### src/rtl/udp_pkg.sv
// Shared types for the UDP transmit arbiter: FSM states and the latched header record.
package udp_pkg;

  localparam int UDP_HDR_FIELD_W = 16;

  typedef enum logic [1:0] {
    IDLE    = 2'd0,
    HDR     = 2'd1,
    PAYLOAD = 2'd2
  } udp_arb_state_t;

  typedef struct packed {
    logic [UDP_HDR_FIELD_W-1:0] src_port;
    logic [UDP_HDR_FIELD_W-1:0] dst_port;
    logic [UDP_HDR_FIELD_W-1:0] length;
    logic [UDP_HDR_FIELD_W-1:0] checksum;
  } udp_hdr_t;

endpackage

### src/rtl/udp_tx_arbiter_rr_arbiter.sv
// Combinational round-robin pick: the first request at or after ptr_i, wrapping modulo N.
// There is no state or latency here; the caller owns the pointer and decides when to advance it.
module rr_arbiter #(
  parameter  int N  = 4,
  localparam int IW = $clog2(N)
) (
  input  logic [N-1:0]  req_i,
  input  logic [IW-1:0] ptr_i,
  output logic [N-1:0]  gnt_oh_o,
  output logic [IW-1:0] gnt_idx_o,
  output logic          gnt_vld_o
);

  always_comb begin
    int  j;
    logic found;
    j         = 0;
    found     = 1'b0;
    gnt_oh_o  = '0;
    gnt_idx_o = '0;
    for (int k = 0; k < N; k++) begin
      j = int'(ptr_i) + k;
      if (j >= N) j = j - N;
      if (!found && req_i[IW'(j)]) begin
        found               = 1'b1;
        gnt_oh_o[IW'(j)]    = 1'b1;
        gnt_idx_o           = IW'(j);
      end
    end
    gnt_vld_o = found;
  end

endmodule

### src/rtl/udp_tx_arbiter.sv
// Round-robin share of one UDP tx path: header out 1 cycle after accept, payload muxed with zero latency.
// Grant holds until tlast; downstream ready feeds back only to the granted lane. Option: UDP_TX_ARB_PKT_CNT_EN.
module udp_tx_arbiter
  import udp_pkg::*;
#(
  parameter  int AXI_DATA_WIDTH = 8,
  parameter  int NUM_PORTS      = 4,
  localparam int IDX_W          = $clog2(NUM_PORTS)
) (
  input  logic                                i_clk,
  input  logic                                i_reset,
  input  logic [NUM_PORTS-1:0]                s_udp_hdr_tvalid,
  output logic [NUM_PORTS-1:0]                s_udp_hdr_trdy,
  input  logic [16*NUM_PORTS-1:0]             s_udp_src_port,
  input  logic [16*NUM_PORTS-1:0]             s_udp_dst_port,
  input  logic [16*NUM_PORTS-1:0]             s_udp_length,
  input  logic [16*NUM_PORTS-1:0]             s_udp_checksum,
  input  logic [AXI_DATA_WIDTH*NUM_PORTS-1:0] s_tx_axis_tdata,
  input  logic [NUM_PORTS-1:0]                s_tx_axis_tvalid,
  input  logic [NUM_PORTS-1:0]                s_tx_axis_tlast,
  output logic [NUM_PORTS-1:0]                s_tx_axis_trdy,
  output logic                                m_udp_hdr_tvalid,
  input  logic                                m_udp_hdr_trdy,
  output logic [15:0]                         m_udp_src_port,
  output logic [15:0]                         m_udp_dst_port,
  output logic [15:0]                         m_udp_length,
  output logic [15:0]                         m_udp_hdr_checksum,
  output logic [AXI_DATA_WIDTH-1:0]           m_tx_axis_tdata,
  output logic                                m_tx_axis_tvalid,
  output logic                                m_tx_axis_tlast,
  input  logic                                m_tx_axis_trdy,
`ifdef UDP_TX_ARB_PKT_CNT_EN
  output logic [16*NUM_PORTS-1:0]             o_pkt_cnt,
`endif
  output logic [IDX_W-1:0]                    o_grant
);

  udp_arb_state_t   state_q, state_d;
  logic [IDX_W-1:0] rr_ptr_q, rr_ptr_d;
  logic [IDX_W-1:0] grant_q, grant_d;
  udp_hdr_t         hdr_q, hdr_d;
  logic             hdr_vld_q, hdr_vld_d;

  logic [NUM_PORTS-1:0]                     arb_oh;
  logic [IDX_W-1:0]                         arb_idx;
  logic                                     arb_vld;
  logic [NUM_PORTS-1:0][15:0]               src_a, dst_a, len_a, csum_a;
  logic [NUM_PORTS-1:0][AXI_DATA_WIDTH-1:0] tdata_a;

  assign src_a   = s_udp_src_port;
  assign dst_a   = s_udp_dst_port;
  assign len_a   = s_udp_length;
  assign csum_a  = s_udp_checksum;
  assign tdata_a = s_tx_axis_tdata;

  rr_arbiter #(.N(NUM_PORTS)) u_rr (
    .req_i     (s_udp_hdr_tvalid),
    .ptr_i     (rr_ptr_q),
    .gnt_oh_o  (arb_oh),
    .gnt_idx_o (arb_idx),
    .gnt_vld_o (arb_vld)
  );

  always_comb begin
    state_d          = state_q;
    rr_ptr_d         = rr_ptr_q;
    grant_d          = grant_q;
    hdr_d            = hdr_q;
    hdr_vld_d        = hdr_vld_q;
    s_udp_hdr_trdy   = '0;
    s_tx_axis_trdy   = '0;
    m_tx_axis_tdata  = '0;
    m_tx_axis_tvalid = 1'b0;
    m_tx_axis_tlast  = 1'b0;
    case (state_q)
      IDLE: begin
        s_udp_hdr_trdy = arb_oh;
        if (arb_vld) begin
          hdr_d.src_port = src_a[arb_idx];
          hdr_d.dst_port = dst_a[arb_idx];
          hdr_d.length   = len_a[arb_idx];
          hdr_d.checksum = csum_a[arb_idx];
          grant_d        = arb_idx;
          hdr_vld_d      = 1'b1;
          state_d        = HDR;
        end
      end
      HDR: begin
        if (m_udp_hdr_trdy) begin
          hdr_vld_d = 1'b0;
          state_d   = PAYLOAD;
        end
      end
      PAYLOAD: begin
        m_tx_axis_tdata         = tdata_a[grant_q];
        m_tx_axis_tvalid        = s_tx_axis_tvalid[grant_q];
        m_tx_axis_tlast         = s_tx_axis_tlast[grant_q];
        s_tx_axis_trdy[grant_q] = m_tx_axis_trdy;
        if (s_tx_axis_tvalid[grant_q] && m_tx_axis_trdy && s_tx_axis_tlast[grant_q]) begin
          // Just-served requester drops to lowest priority.
          rr_ptr_d = (grant_q == IDX_W'(NUM_PORTS - 1)) ? '0 : grant_q + 1'b1;
          state_d  = IDLE;
        end
      end
      default: state_d = IDLE;
    endcase
  end

  always_ff @(posedge i_clk) begin
    if (i_reset) begin
      state_q   <= IDLE;
      rr_ptr_q  <= '0;
      grant_q   <= '0;
      hdr_q     <= '0;
      hdr_vld_q <= 1'b0;
    end else begin
      state_q   <= state_d;
      rr_ptr_q  <= rr_ptr_d;
      grant_q   <= grant_d;
      hdr_q     <= hdr_d;
      hdr_vld_q <= hdr_vld_d;
    end
  end

  assign m_udp_hdr_tvalid   = hdr_vld_q;
  assign m_udp_src_port     = hdr_q.src_port;
  assign m_udp_dst_port     = hdr_q.dst_port;
  assign m_udp_length       = hdr_q.length;
  assign m_udp_hdr_checksum = hdr_q.checksum;
  assign o_grant            = grant_q;

`ifdef UDP_TX_ARB_PKT_CNT_EN
  logic [NUM_PORTS-1:0][15:0] pkt_cnt_q;
  logic                       pkt_done;

  assign pkt_done  = (state_q == PAYLOAD) && m_tx_axis_tvalid && m_tx_axis_trdy && m_tx_axis_tlast;
  assign o_pkt_cnt = pkt_cnt_q;

  always_ff @(posedge i_clk) begin
    if (i_reset) begin
      pkt_cnt_q <= '0;
    end else if (pkt_done) begin
      pkt_cnt_q[grant_q] <= pkt_cnt_q[grant_q] + 16'd1;
    end
  end
`endif

endmodule
### config.mk
export PLATFORM = sky130hd
export DESIGN_NAME = udp_tx_arbiter
export DESIGN_NICKNAME = d
export VERILOG_FILES = /design/src/rtl/udp_pkg.sv /design/src/rtl/udp_tx_arbiter_rr_arbiter.sv /design/src/rtl/udp_tx_arbiter.sv
export SDC_FILE = /design/constraint.sdc
export NUM_CORES = 1
export LEC_CHECK = 0
export ABC_CLOCK_PERIOD_IN_PS = 2900
export CAP_MARGIN = 40
export CORE_AREA = 2 2 151 153
export CTS_CLUSTER_DIAMETER = 200
export CTS_CLUSTER_SIZE = 28
export DETAILED_ROUTE_END_ITERATION = 8
export DIE_AREA = 0 0 153 155
export GPL_ROUTABILITY_DRIVEN = 0
export PLACE_DENSITY = 0.64
export SLEW_MARGIN = 10
export SYNTH_ARGS = -nofsm -noshare
export SYNTH_HDL_FRONTEND = slang
export SYNTH_SLANG_ARGS = --single-unit
### constraint.sdc
create_clock -name i_clk -period 2.9 [get_ports i_clk]
set_clock_uncertainty 0.05 [all_clocks]
set_input_delay 0.58 -clock i_clk [delete_from_list [all_inputs] [get_ports i_clk]]
set_output_delay 0.58 -clock i_clk [all_outputs]
set_load 0.03 [all_outputs]
==> flow_summary.json, run 1 <==
{
  "diodes": 0,
  "startpoint": "s_tx_axis_tdata[26]",
  "max_freq_mhz": 351,
  "synth.largest_area_cell": "dfxtp_1",
  "die_w_um": 153,
  "drive_gt1_frac": 0.174,
  "p_int_w": 0.00277,
  "cts_root_buffer": "clkbuf_16",
  "period_needed_ps": 2850,
  "synthesis.nets": 914,
  "powerDensity_mw_per_mm2": 393,
  "tns_ps": 0,
  "combPwrFrac": 0.441,
  "outcome": "finished clean",
  "crit_chain": "clkdlybuf4s50_1 > mux4_2 > and2_1 > clkdlybuf4s50_1",
  "via_per_inst": 5.10,
  "crit_path_start_kind": "primary input",
  "cts_made_buffers": 9,
  "reg2reg_from": "rr_ptr_q[0]",
  "p_sw_frac": 0.339,
  "io_buffer_count": 388,
  "fin_nets": 1341,
  "core-area_mm2": 0.0222,
  "drt_iter0_drc": 435,
  "netlist_instances": 598,
  "drt_pass1_iterations": 5,
  "worst-path-buf-inv": 2,
  "cts_sinks": 71,
  "slew_viol_final": 0,
  "tightestPinTransition_ps": 704,
  "grt_pass1_vias": 6726,
  "routed_wl_mm": 25.1,
  "ys_warn_count": 0,
  "gr-total-overflow": 0,
  "crit_path_end_kind": "primary output",
  "whs_ps": 417,
  "fin_crit_sh": 0.984,
  "area_growth_pct": 94.9,
  "max_stage_delay_ps": 580,
  "synth.area.top_cells": "dfxtp_1, mux2i_1, nand3_1, a221oi_2, mux4_2",
  "worstSetupEndpoint": "m_tx_axis_tdata[2]",
  "finish.utilization": 0.481,
  "seq_power_share": 0.282,
  "rsz0062_at_grt": "yes",
  "antenna_found_initial": 0,
  "clk_pin_slew_ps": 60,
  "reg2reg_depth": 8,
  "hold_viol": 0,
  "async_flop_share": 0,
  "switching_power_w": 0.00142,
  "routedWlPerCell_um": 19.1,
  "yosysMostFrequentCell": "nand3_1",
  "cts_hold_buf": 0,
  "place_area_mm2": 0.0103,
  "cp.arrival_ps": 2220,
  "design_area_mm2": 0.0107,
  "synthTopCellsByCount": "nand3_1, dfxtp_1, mux2i_1",
  "start_util": 0.247,
  "synth_top_area_frac": 0.259,
  "vias": 6698,
  "clk_path_buf_depth": 2,
  "fin_ws_ps": 47.7,
  "ir_drop_uv": 244,
  "rows": 55,
  "cp_data_required_time_ps": 2270,
  "cts_tree": "yes",
  "cp.depth": 4,
  "die_h_um": 155,
  "reg2reg_setup_slack_ps": 220,
  "synth.distinct_cells": 57,
  "die-area_mm2": 0.0237,
  "ctsHtreeMaxLevel": 3,
  "cp_slowest_cell": "clkdlybuf4s50_1",
  "dp_slack_ps": -353,
  "drc": 0,
  "worstSkewPairLatency_ps": 340,
  "crit_type": "in -> out",
  "maxCapViolations": 0,
  "synthFlopType": "dfxtp_1",
  "synth-seq-area-share": 0.259,
  "synth-seq-cells": 71,
  "grt_max_degree": 40,
  "grt_use_total": 0.205,
  "r2r_end": "m_udp_hdr_checksum[11]",
  "setup_viol": 0,
  "dp_hpwl_mm": 19.6,
  "cpMostUsedCell": "clkdlybuf4s50_1",
  "slew_headroom": 0.531,
  "cp_top_family": "buffers and inverters",
  "synth.avg_cell_area_um2": 9.17,
  "hold_path.class": "reg -> reg",
  "grt_first_pass_wirelength_mm": 38.5,
  "p_clk_frac": 0.277,
  "pin_count": 389,
  "drt.antenna.violating_nets": 0,
  "p_leak_nw": 4.38,
  "synth_edf_count": 0,
  "netlist_area_mm2": 0.00548,
  "crit_path_max_fanout": 1
}
[state kept, by name, summed over array words and instances, names as in the netlist]
signal              cells
m_udp_dst_port         16
m_udp_hdr_checksum     16
m_udp_hdr_tvalid        1
m_udp_length           16
m_udp_src_port         16
o_grant                 2
rr_ptr_q                2
state_q                 2
[power groups by stage]
stage,logic (W),registers (W),clock network [W]
6_report,0.00185,0.00118,0.00116
5_1_grt,0.00197,0.00120,0.00124
4_1_cts,0.00186,0.00118,0.00120
3_5_place_dp,0.00185,0.00120,0
3_3_place_gp,0.00184,0.00120,0
2_1_floorplan,0.000617,0.00144,0
[cells by family (layout without fill, tap and decap cells)]
family / Yosys count / count (layout) / share of synthesized area
buf+inv: 69 / 500 / 0.0635
fa+ha+maj: 12 / 12 / 0.0274
flops: 71 / 71 / 0.259
simple gates: 152 / 152 / 0.148
compound gates: 201 / 201 / 0.299
mux: 93 / 93 / 0.203
[layout by cell type, fill, tap and decap left out, types with 5 or more instances in the layout]
master and instances:
a21o_1 28, a21oi_1 8, a221oi_1 8, a221oi_2 23
a32oi_1 28, and2_1 11, buf_12 17, buf_4 70
buf_6 5, clkbuf_16 9, clkdlybuf4s50_1 378, dfxtp_1 70
ha_1 11, inv_1 7, mux2_2 6, mux2i_1 71
mux4_2 13, nand2_1 13, nand3_1 88, nor2_1 9
o211ai_1 5, o21ai_0 33, o21bai_1 32, o22ai_1 8
[final cells by class]
type	instances	area [um2]
Multi-Input combinational cell	458	3790
Clock buffer	10	239
Inverter	8	30.0
Fill cell	2105	11500
Sequential cell	71	1430
Tap cell	285	357
Timing Repair Buffer	477	4780
Clock inverter	5	58.8
[routing by layer]
layer  GRT usage  routed length (um)  part of all wire
met5           0                   0                 0
met4      0.0776                 690             0.027
met3      0.0354                1400             0.056
met2       0.356               12900              0.51
met1       0.254               10200              0.40
[metrics by stage]
stage / power (W) / cells
final: 0.00419 / 1314
after global routing: 0.00441 / 1314
after CTS: 0.00424 / 1310
after detailed placement: 0.00305 / 1291
after global placement: 0.00304 / 1291
after floorplan: 0.00206 / 598
[what timing repair did]
action / in CTS / in global routing
pin swaps: 4 / 5
gates resized for setup: 13 / 13
setup endpoints to repair: 6 / 6
buffers inserted: 3 / 4
cloned: 1 / 0
[how the worst min path moves through the flow]
stage	from	to	slack, ps	depth (start not counted)
final	m_udp_length[15]	m_udp_length[15]	420	2
after global routing	m_udp_dst_port[7]	m_udp_dst_port[7]	460	2
after CTS	m_udp_length[15]	m_udp_length[15]	420	2
after detailed placement	m_udp_length[15]	m_udp_length[15]	400	2
after global placement	m_udp_length[15]	m_udp_length[15]	400	2
after floorplan	state_q[1]	state_q[0]	440	1
[worst reg2reg max path, delay by kind of cell, from the launching register on]
kind,cells,cell delay [ps]
AND/OR/NAND/NOR,1,90
AO/OA/AOI/OAI,4,1140
buffers and inverters,2,460
flip-flops,1,370
multiplexers,1,520
(Power assumes the default switching activity.)
==> run 2, diff against run 1 <==
==> constraint.sdc (replaced) <==
create_clock -name i_clk -period 2.9 [get_ports i_clk]
set_clock_uncertainty 0.05 [all_clocks]
set_input_delay 0.435 -clock i_clk [delete_from_list [all_inputs] [get_ports i_clk]]
set_output_delay 0.435 -clock i_clk [all_outputs]
set_load 0.03 [all_outputs]
==> flow_summary.json, run 2 (synthesis results as in run 1) <==
{
  "p_clk_frac": 0.314,
  "worstSetupEndpoint": "s_udp_hdr_trdy[2]",
  "core-area_mm2": 0.0222,
  "worstSkewPairLatency_ps": 340,
  "fin_nets": 1318,
  "cp_data_required_time_ps": 2410,
  "drt_pass1_iterations": 5,
  "reg2reg_depth": 10,
  "antenna_found_initial": 0,
  "cts_root_buffer": "clkbuf_16",
  "cts_hold_buf": 0,
  "reg2reg_setup_slack_ps": 260,
  "slew_headroom": 0.589,
  "max_freq_mhz": 358,
  "drive_gt1_frac": 0.149,
  "cts_sinks": 71,
  "p_int_w": 0.00294,
  "startpoint": "rr_ptr_q[0]",
  "cp.arrival_ps": 2310,
  "setup_viol": 0,
  "ctsHtreeMaxLevel": 3,
  "ir_drop_uv": 215,
  "drc": 0,
  "crit_path_max_fanout": 10,
  "cts_made_buffers": 9,
  "routedWlPerCell_um": 19.3,
  "cts_tree": "yes",
  "dp_slack_ps": -263,
  "area_growth_pct": 90.8,
  "vias": 6593,
  "layout_common_cells": "clkdlybuf4s50_1, nand3_1, mux2i_1",
  "whs_ps": 418,
  "start_util": 0.247,
  "powerDensity_mw_per_mm2": 416,
  "seq_power_share": 0.273,
  "layout_commonest_cell": "clkdlybuf4s50_1",
  "dp_hpwl_mm": 19.2,
  "grt_use_total": 0.200,
  "reg2reg_from": "rr_ptr_q[0]",
  "r2r_end": "m_udp_src_port[12]",
  "diodes": 0,
  "die_w_um": 153,
  "io_buffer_count": 388,
  "hold_path.class": "reg -> reg",
  "switching_power_w": 0.00142,
  "die_h_um": 155,
  "grt_first_pass_wirelength_mm": 37.6,
  "via_per_inst": 5.10,
  "clk_path_buf_depth": 2,
  "p_leak_nw": 4.26,
  "rows": 55,
  "maxCapViolations": 0,
  "dp.cells": 1270,
  "combPwrFrac": 0.413,
  "slew_viol_final": 0,
  "drt.antenna.violating_nets": 0,
  "gr-total-overflow": 0,
  "tns_ps": 0,
  "routed_wl_mm": 24.9,
  "grt_max_degree": 43,
  "tightestPinTransition_ps": 615,
  "fin_ws_ps": 108,
  "grt_pass1_vias": 6587,
  "post_layout_nonfiller_instances": 1292,
  "die-area_mm2": 0.0237,
  "crit_type": "reg -> out",
  "pin_count": 389,
  "crit_path_end_kind": "primary output",
  "crit_path_start_kind": "register",
  "hold_viol": 0,
  "fin_crit_sh": 0.963,
  "rsz0062_at_grt": "no",
  "period_needed_ps": 2790,
  "outcome": "finished clean",
  "drt_iter0_drc": 495,
  "clk_pin_slew_ps": 60,
  "p_sw_frac": 0.325
}
-- run 2: area by class of cell --
type,count,area (um2)
clock buffer,11,253
sequential,71,1430
multi-input combinational,458,3760
clock inverter,5,104
timing repair buffer,454,4530
fill,2168,11800
inverter,8,30.0
tap,285,357
-- run 2: critical path, stage by stage (launching register included) --
cell      delay (ps)
dfxtp_4          370
buf_8            140
mux2_1           340
mux2_4           320
nor3_1           320
a222oi_1         150
a21oi_1          150
buf_4            170
-- run 2: worst min path at each step --
stage | cells after the start | slack [ps] | end | startpoint
floorplan | 1 | 440 | state_q[0] | state_q[1]
global placement | 2 | 390 | m_udp_length[15] | m_udp_length[15]
detailed placement | 2 | 400 | m_udp_dst_port[15] | m_udp_dst_port[15]
CTS | 2 | 420 | m_udp_length[15] | m_udp_length[15]
global route | 2 | 440 | m_udp_dst_port[6] | m_udp_dst_port[6]
finish | 2 | 420 | m_udp_length[15] | m_udp_length[15]
-- run 2: timing repair --
item	in CTS	in global routing
pin swaps	1	1
setup endpoints to repair	4	4
buffers inserted	3	3
resized for setup	3	6
-- run 2: per-stage QoR --
step                      total power (W)  utilization  cell area, um2
after detailed placement          0.00300        0.452           10000
after CTS                         0.00440        0.469           10400
after floorplan                   0.00206            -            5490
after global placement            0.00300        0.452           10000
after global routing              0.00455        0.471           10500
final                             0.00435        0.471           10500
-- run 2: power by group through the flow --
stage / Sequential, W / Clock, W / Combinational [W]
2_1_floorplan: 0.00144 / 0 / 0.000617
3_3_place_gp: 0.00120 / 0 / 0.00179
3_5_place_dp: 0.00120 / 0 / 0.00180
4_1_cts: 0.00119 / 0.00140 / 0.00181
5_1_grt: 0.00120 / 0.00143 / 0.00191
6_report: 0.00119 / 0.00137 / 0.00180
-- run 2: layer usage --
layer,vias up,share of wire,track usage
met3,48,0.051,0.0443
met5,-,0,0
met1,3148,0.42,0.253
met2,255,0.50,0.339
li1,3142,-,-
met4,0,0.030,0.0683
